===== config.mk =====
export PLATFORM = sky130hd
export DESIGN_NAME = lane_stripe_scheduler
export DESIGN_NICKNAME = d
export VERILOG_FILES = /design/src/rtl/pcie_phys_pkg.sv /design/src/rtl/skp_scheduler.sv /design/src/rtl/lane_stripe_scheduler.sv
export SDC_FILE = /design/constraint.sdc
export NUM_CORES = 1
export LEC_CHECK = 0
export ABC_AREA = 1
export BUFFER_PORTS_ARGS = -buffer_cell sky130_fd_sc_hd__buf_2
export CORE_MARGIN = 8
export CORE_UTILIZATION = 45
export CTS_CLUSTER_SIZE = 12
export DETAILED_ROUTE_END_ITERATION = 6
export GPL_TIMING_DRIVEN = 0
export PLACE_DENSITY = 0.66
export SYNTH_ARGS = -nofsm -noshare
export SYNTH_HDL_FRONTEND = slang
export SYNTH_HIERARCHICAL = 1
export SYNTH_SLANG_ARGS = --single-unit

===== constraint.sdc =====
create_clock -name clk_i -period 3.3 [get_ports clk_i]
set_clock_uncertainty 0.1 [all_clocks]
set_input_delay 0.495 -clock clk_i [delete_from_list [all_inputs] [get_ports clk_i]]
set_output_delay 0.495 -clock clk_i [all_outputs]
set_load 0.02 [all_outputs]

===== src/rtl/pcie_phys_pkg.sv =====
// Shared symbol constants, link width and striping state types.
package pcie_phys_pkg;

    localparam logic [7:0] K28_5_COM    = 8'hBC;
    localparam logic [7:0] K28_0_SKP    = 8'h1C;
    localparam logic [7:0] LOGICAL_IDLE = 8'h00;

    typedef enum logic [1:0] {X1 = 2'd0, X2 = 2'd1, X4 = 2'd2} link_width_e;
    typedef enum logic [1:0] {IDLE = 2'd0, DATA = 2'd1, SKP = 2'd2} stripe_state_e;

    // Reserved width code falls back to a single lane.
    function automatic link_width_e decode_width(input logic [1:0] w);
        case (w)
            2'd1:    return X2;
            2'd2:    return X4;
            default: return X1;
        endcase
    endfunction

    function automatic logic [2:0] lane_count(input link_width_e w);
        case (w)
            X4:      return 3'd4;
            X2:      return 3'd2;
            default: return 3'd1;
        endcase
    endfunction

    // Index of the final chunk of a frame for a given width.
    function automatic logic [1:0] last_chunk(input link_width_e w);
        case (w)
            X4:      return 2'd0;
            X2:      return 2'd1;
            default: return 2'd3;
        endcase
    endfunction

endpackage


===== src/rtl/skp_scheduler.sv =====
// Symbol-time counter that raises a SKP request every SKP_INTERVAL counted cycles.
module skp_scheduler #(
    parameter int SKP_INTERVAL = 1180
) (
    input  logic i_clk,
    input  logic i_rst,
    input  logic i_count_en,
    input  logic i_skp_done,
    input  logic i_clr,
    output logic o_skp_pending,
    output logic o_skp_pending_nxt
);
    localparam int CNT_W = $clog2(SKP_INTERVAL);

    logic [CNT_W-1:0] r_cnt;
    logic [CNT_W-1:0] w_cnt_nxt;
    logic             r_pend;
    logic             w_pend_nxt;
    logic             w_wrap;

    // Next counter / pending value; the pending look-ahead lets the parent register ready.
    always_comb begin
        w_wrap     = i_count_en && (r_cnt == CNT_W'(SKP_INTERVAL - 1));
        w_cnt_nxt  = r_cnt;
        w_pend_nxt = r_pend | w_wrap;
        if (i_clr) begin
            w_cnt_nxt  = '0;
            w_pend_nxt = 1'b0;
        end else begin
            if (i_count_en)
                w_cnt_nxt = w_wrap ? '0 : r_cnt + 1'b1;
            if (i_skp_done)
                w_pend_nxt = 1'b0;
        end
    end

    // Counter and pending flag state.
    always_ff @(posedge i_clk or posedge i_rst) begin
        if (i_rst) begin
            r_cnt  <= '0;
            r_pend <= 1'b0;
        end else begin
            r_cnt  <= w_cnt_nxt;
            r_pend <= w_pend_nxt;
        end
    end

    assign o_skp_pending     = r_pend;
    assign o_skp_pending_nxt = w_pend_nxt;

endmodule


===== src/rtl/lane_stripe_scheduler.sv =====
// Stripes MAC frames across x1/x2/x4 lanes, fills with logical idle and
// inserts SKP ordered sets at frame boundaries.
module lane_stripe_scheduler
    import pcie_phys_pkg::*;
#(
    parameter int NUM_LANES       = 4,
    parameter int MAC_FRAME_WIDTH = 32,
    parameter int SKP_INTERVAL    = 1180
) (
    input  logic                       clk_i,
    input  logic                       rst_i,
    input  logic                       link_up_i,
    input  logic [1:0]                 link_width_i,
    input  logic [MAC_FRAME_WIDTH-1:0] mac_data_frame_i,
    input  logic                       mac_data_frame_valid_i,
    output logic                       mac_data_frame_ready_o,
    output logic [8*NUM_LANES-1:0]     lane_symbol_o,
    output logic [NUM_LANES-1:0]       lane_symbol_k_o,
    output logic [NUM_LANES-1:0]       lane_symbol_valid_o,
    output logic                       skp_active_o
);
    stripe_state_e               r_state, w_state_nxt;
    link_width_e                 r_width, w_width_nxt;
    logic                        r_hold_vld, w_hold_vld_nxt;
    logic [MAC_FRAME_WIDTH-1:0]  r_hold, w_hold_nxt;
    logic [1:0]                  r_chunk, w_chunk_nxt;   // chunk currently on the lanes
    logic [1:0]                  r_skp_idx, w_skp_idx_nxt;

    logic                        w_accept;
    logic                        w_count_en;
    logic                        w_skp_done;
    logic                        w_clr;
    logic                        w_pend;
    logic                        w_pend_nxt;

    logic [NUM_LANES-1:0][7:0]   r_sym, w_sym_nxt;
    logic [NUM_LANES-1:0]        r_k, w_k_nxt;
    logic [NUM_LANES-1:0]        r_vld, w_vld_nxt;
    logic                        r_ready, w_ready_nxt;
    logic                        r_skp_active, w_skp_active_nxt;

    assign w_accept   = r_ready && mac_data_frame_valid_i;
    assign w_count_en = (r_state == DATA);

    skp_scheduler #(
        .SKP_INTERVAL(SKP_INTERVAL)
    ) u_skp_scheduler (
        .i_clk            (clk_i),
        .i_rst            (rst_i),
        .i_count_en       (w_count_en),
        .i_skp_done       (w_skp_done),
        .i_clr            (w_clr),
        .o_skp_pending    (w_pend),
        .o_skp_pending_nxt(w_pend_nxt)
    );

    // Next state, holding register and SKP sequencing.
    always_comb begin
        w_state_nxt    = r_state;
        w_width_nxt    = r_width;
        w_hold_vld_nxt = r_hold_vld;
        w_hold_nxt     = r_hold;
        w_chunk_nxt    = r_chunk;
        w_skp_idx_nxt  = r_skp_idx;
        w_skp_done     = 1'b0;
        w_clr          = 1'b0;
        if (!link_up_i) begin
            w_state_nxt    = IDLE;
            w_hold_vld_nxt = 1'b0;
            w_chunk_nxt    = 2'd0;
            w_skp_idx_nxt  = 2'd0;
            w_clr          = 1'b1;
        end else begin
            case (r_state)
                IDLE: begin
                    w_state_nxt    = DATA;
                    w_width_nxt    = decode_width(link_width_i);
                    w_hold_vld_nxt = 1'b0;
                    w_chunk_nxt    = 2'd0;
                end
                DATA: begin
                    if (r_hold_vld && (r_chunk != last_chunk(r_width))) begin
                        w_chunk_nxt = r_chunk + 2'd1;
                    end else if (w_accept) begin
                        w_hold_vld_nxt = 1'b1;
                        w_hold_nxt     = mac_data_frame_i;
                        w_chunk_nxt    = 2'd0;
                    end else begin
                        // Frame drained (ready is low while pending, so nothing new arrived).
                        w_hold_vld_nxt = 1'b0;
                        w_chunk_nxt    = 2'd0;
                        if (w_pend) begin
                            w_state_nxt   = SKP;
                            w_skp_idx_nxt = 2'd0;
                        end
                    end
                end
                SKP: begin
                    if (r_skp_idx == 2'd3) begin
                        w_state_nxt   = DATA;
                        w_skp_done    = 1'b1;
                        w_skp_idx_nxt = 2'd0;
                    end else begin
                        w_skp_idx_nxt = r_skp_idx + 2'd1;
                    end
                end
                default: w_state_nxt = IDLE;
            endcase
        end
    end

    // Lane symbols for the coming cycle, derived from next-state values so outputs stay registered.
    always_comb begin
        int idx;
        idx              = 0;
        w_sym_nxt        = '0;
        w_k_nxt          = '0;
        w_vld_nxt        = '0;
        w_skp_active_nxt = (w_state_nxt == SKP);
        w_ready_nxt      = (w_state_nxt == DATA) && !w_pend_nxt &&
                           (!w_hold_vld_nxt || (w_chunk_nxt == last_chunk(w_width_nxt)));
        for (int l = 0; l < NUM_LANES; l++) begin
            if (3'(l) < lane_count(w_width_nxt)) begin
                case (w_state_nxt)
                    DATA: begin
                        idx          = int'(w_chunk_nxt) * int'(lane_count(w_width_nxt)) + l;
                        w_vld_nxt[l] = 1'b1;
                        w_sym_nxt[l] = w_hold_vld_nxt ? w_hold_nxt[8*idx +: 8] : LOGICAL_IDLE;
                    end
                    SKP: begin
                        w_vld_nxt[l] = 1'b1;
                        w_k_nxt[l]   = 1'b1;
                        w_sym_nxt[l] = (w_skp_idx_nxt == 2'd0) ? K28_5_COM : K28_0_SKP;
                    end
                    default: ;
                endcase
            end
        end
    end

    // State and output registers.
    always_ff @(posedge clk_i or posedge rst_i) begin
        if (rst_i) begin
            r_state      <= IDLE;
            r_width      <= X1;
            r_hold_vld   <= 1'b0;
            r_hold       <= '0;
            r_chunk      <= 2'd0;
            r_skp_idx    <= 2'd0;
            r_sym        <= '0;
            r_k          <= '0;
            r_vld        <= '0;
            r_ready      <= 1'b0;
            r_skp_active <= 1'b0;
        end else begin
            r_state      <= w_state_nxt;
            r_width      <= w_width_nxt;
            r_hold_vld   <= w_hold_vld_nxt;
            r_hold       <= w_hold_nxt;
            r_chunk      <= w_chunk_nxt;
            r_skp_idx    <= w_skp_idx_nxt;
            r_sym        <= w_sym_nxt;
            r_k          <= w_k_nxt;
            r_vld        <= w_vld_nxt;
            r_ready      <= w_ready_nxt;
            r_skp_active <= w_skp_active_nxt;
        end
    end

    assign mac_data_frame_ready_o = r_ready;
    assign lane_symbol_o          = r_sym;
    assign lane_symbol_k_o        = r_k;
    assign lane_symbol_valid_o    = r_vld;
    assign skp_active_o           = r_skp_active;

endmodule


==> impl_metrics.ini <==
[synth]
syn_avg_cell_area_um2 = 8.020
syn_nets = 639
ys_seq_elements = 92
seq_area_frac_synth_pct = 48.99
synth_cell_type_count = 33
netlist_instances = 586
syn_area_um2 = 4700
yosysWarningCount = 6

[cells_and_area]
final_cell_mix = nand2_1, dfrtp_1, buf_2, inv_1, nand3_1
drive_above_1_share_pct = 27.99
final_common_cell = nand2_1
fill_cells = 960
diodes = 0
finalNetCount = 741
area_growth_pct = 21.17
finish.utilization_pct = 55.66

[sta]
fin_crit_ps = 3182
final-setup-viol-count = 0
period_share_pct = 96.41
fin_ws_ps = 118.4
finalHoldViolations = 0
slew_headroom_pct = 65.51
fmax_ghz = 0.3143
worst_pin_slew_ps = 517.4
timing_max_transition_violations_final = 0
tns_ps = 0

[die]
fp.dieW_um = 118.2
fp.dieArea_um2 = 13970
num_rows = 37
die_y_um = 118.2
initial_utilization_pct = 45.93
fp.coreArea_um2 = 10230
ios = 80

[flow_run]
maxCapViolations = 0

[global_routing]
antenna_found_initial = 0
grt_overflow_total = 0
grtUsageTotal_pct = 17.96
first_global_vias = 4291
grt_pass1_wl_um = 20640
grt_max_degree = 46

[cts]
clock_sinks = 92
cts_tree = done
clkLatencyLatePin_ps = 360
ctsHtreeMaxLevel = 3
hold_buffers = 0
clockBufferDepth = 2
cts_root_buffer = clkbuf_8
clkTransAtPathRegs_ps = 90
cts_buffers = 9

[routing]
drtIter0Drc = 236
drt_first_pass_iters = 5
routed_wl_um = 12590
drcViolationCount = 0
postRouteAntennaNets = 0
routedWlPerCell_um = 15.19
dr_total_vias = 4200
routed_via_density = 5.066

[critical_path]
cp.required_ps = 3470
crit_path_max_fanout = 6
cp_data_arrival_time_ps = 3350
end_kind = flip-flop
start_kind = flip-flop
critPathKind = reg2reg

[placed_design]
dp_hpwl_um = 9378
port_buffers = 79
dp_slack_ps = -364.1
globalplace.congestion = 0.9348

[power_and_ir_drop]
p_leak_nw = 3.122
ir_worst_vdd_uv = 239.3
powerDensity_nw_per_um2 = 457.0

[run_status]
status = finished clean

[hold_path]
min_path_type = in2async
[report_power, final]
part	leakage, nW	total [mW]	internal [mW]	switching [mW]
Combinational	1.82	0.587	0.199	0.388
Clock	0.0893	0.719	0.300	0.419
Sequential	1.21	1.30	1.25	0.0418
[cell families (layout without fill, tap and decap cells)]
logic type	after synthesis	in the layout	synth area share, %
compound gates	77	77	8.866
xor+xnor	2	2	0.3728
fa+ha+maj	15	15	4.153
buf+inv	103	210	9.345
flops	92	92	48.99
simple gates	297	297	28.28
[Yosys cell counts, drive strengths merged]
cell type | count | area share (%)
clkbuf | 5 | 0.40
nand4 | 8 | 1.1
nand3b | 3 | 0.48
nand2 | 180 | 15
o211a | 1 | 0.21
xor2 | 2 | 0.37
nor3 | 6 | 0.88
and3 | 1 | 0.13
buf | 14 | 2.2
ha | 14 | 3.7
nor2 | 43 | 4.1
or3b | 1 | 0.19
o21ai | 47 | 5.2
inv | 84 | 6.7
o21a | 1 | 0.19
fa | 1 | 0.43
dfrtp | 92 | 49
nand3 | 55 | 6.4
a21oi | 24 | 2.6
a21boi | 2 | 0.32
a31oi | 2 | 0.27
[through the flow]
stage	total power, mW	area (um^2)	hold slack [ps]	std cells
floorplan	1.709	4700	259.7	586
global route	2.755	5694	83.53	829
finish	2.602	5694	49.33	829
detailed placement	1.872	5295	361.3	802
CTS	2.595	5558	61.57	824
global placement	1.847	5265	351.0	801
[timing repair]
item,4_1_cts,5_1_grt
endpoints found under the setup margin,31,32
buffers inserted,6,5
pin swaps,3,3
resized for setup,12,33
[critical path, cell delays in order (launching register included)]
cell and delay, ps:
dfrtp_1 370, inv_1 90, ha_1 250, inv_1 60
nand2_1 40, nand2_1 60, nand2_2 90, nand2_4 80
nand3_1 100, nand2_2 90, a21oi_1 80, or3b_2 460
nand2_1 130, ha_2 350, nor2_1 340, inv_1 210
a21oi_1 220
[layer usage]
layer | vias up | track usage (%) | share of wire [%]
met5 | - | 0 | 0
met4 | 0 | 8.086 | 2.9
met3 | 33 | 3.332 | 5.6
met2 | 145 | 28.60 | 47
met1 | 1975 | 23.41 | 44
li1 | 2047 | - | -
[sequential cells by signal, summed over array words and instances (netlist names), 2 cells and up]
name / cells
lane_symbol_k_o: 2
lane_symbol_o: 32
lane_symbol_valid_o: 3
r_chunk: 2
r_hold: 32
r_skp_idx: 2
r_state: 2
r_width: 2
u_skp_scheduler/r_cnt: 11
[path summary, 6_finish.rpt]
| kind | start | to | cells after the start | slack [ps] |
|---|---|---|---|---|
| max in group asynchronous | rst_i | r_hold[13] | 3 | 2470 |
| hold / removal | rst_i | lane_symbol_o[4] | 2 | 50 |
| setup reg to reg | r_width[0] | lane_symbol_o[12] | 16 | 120 |
| setup / recovery | r_width[0] | lane_symbol_o[12] | 16 | 120 |
| min in group clk_i | mac_data_frame_i[26] | r_hold[26] | 3 | 270 |
| hold reg to reg | r_hold[1] | r_hold[1] | 2 | 380 |
[area by class of cell]
cell class	instances	area, um^2	area share, %
Inverter	84	320.3	5.625
Sequential cell	92	2303	40.45
Clock buffer	10	137.6	2.417
Multi-Input combinational cell	391	2086	36.63
Clock inverter	6	46.29	0.8130
Tap cell	136	170.2	2.988
Timing Repair Buffer	91	505.5	8.877
Buffer	19	125.1	2.197
No activity file was read; power rests on OpenSTA's default activity.
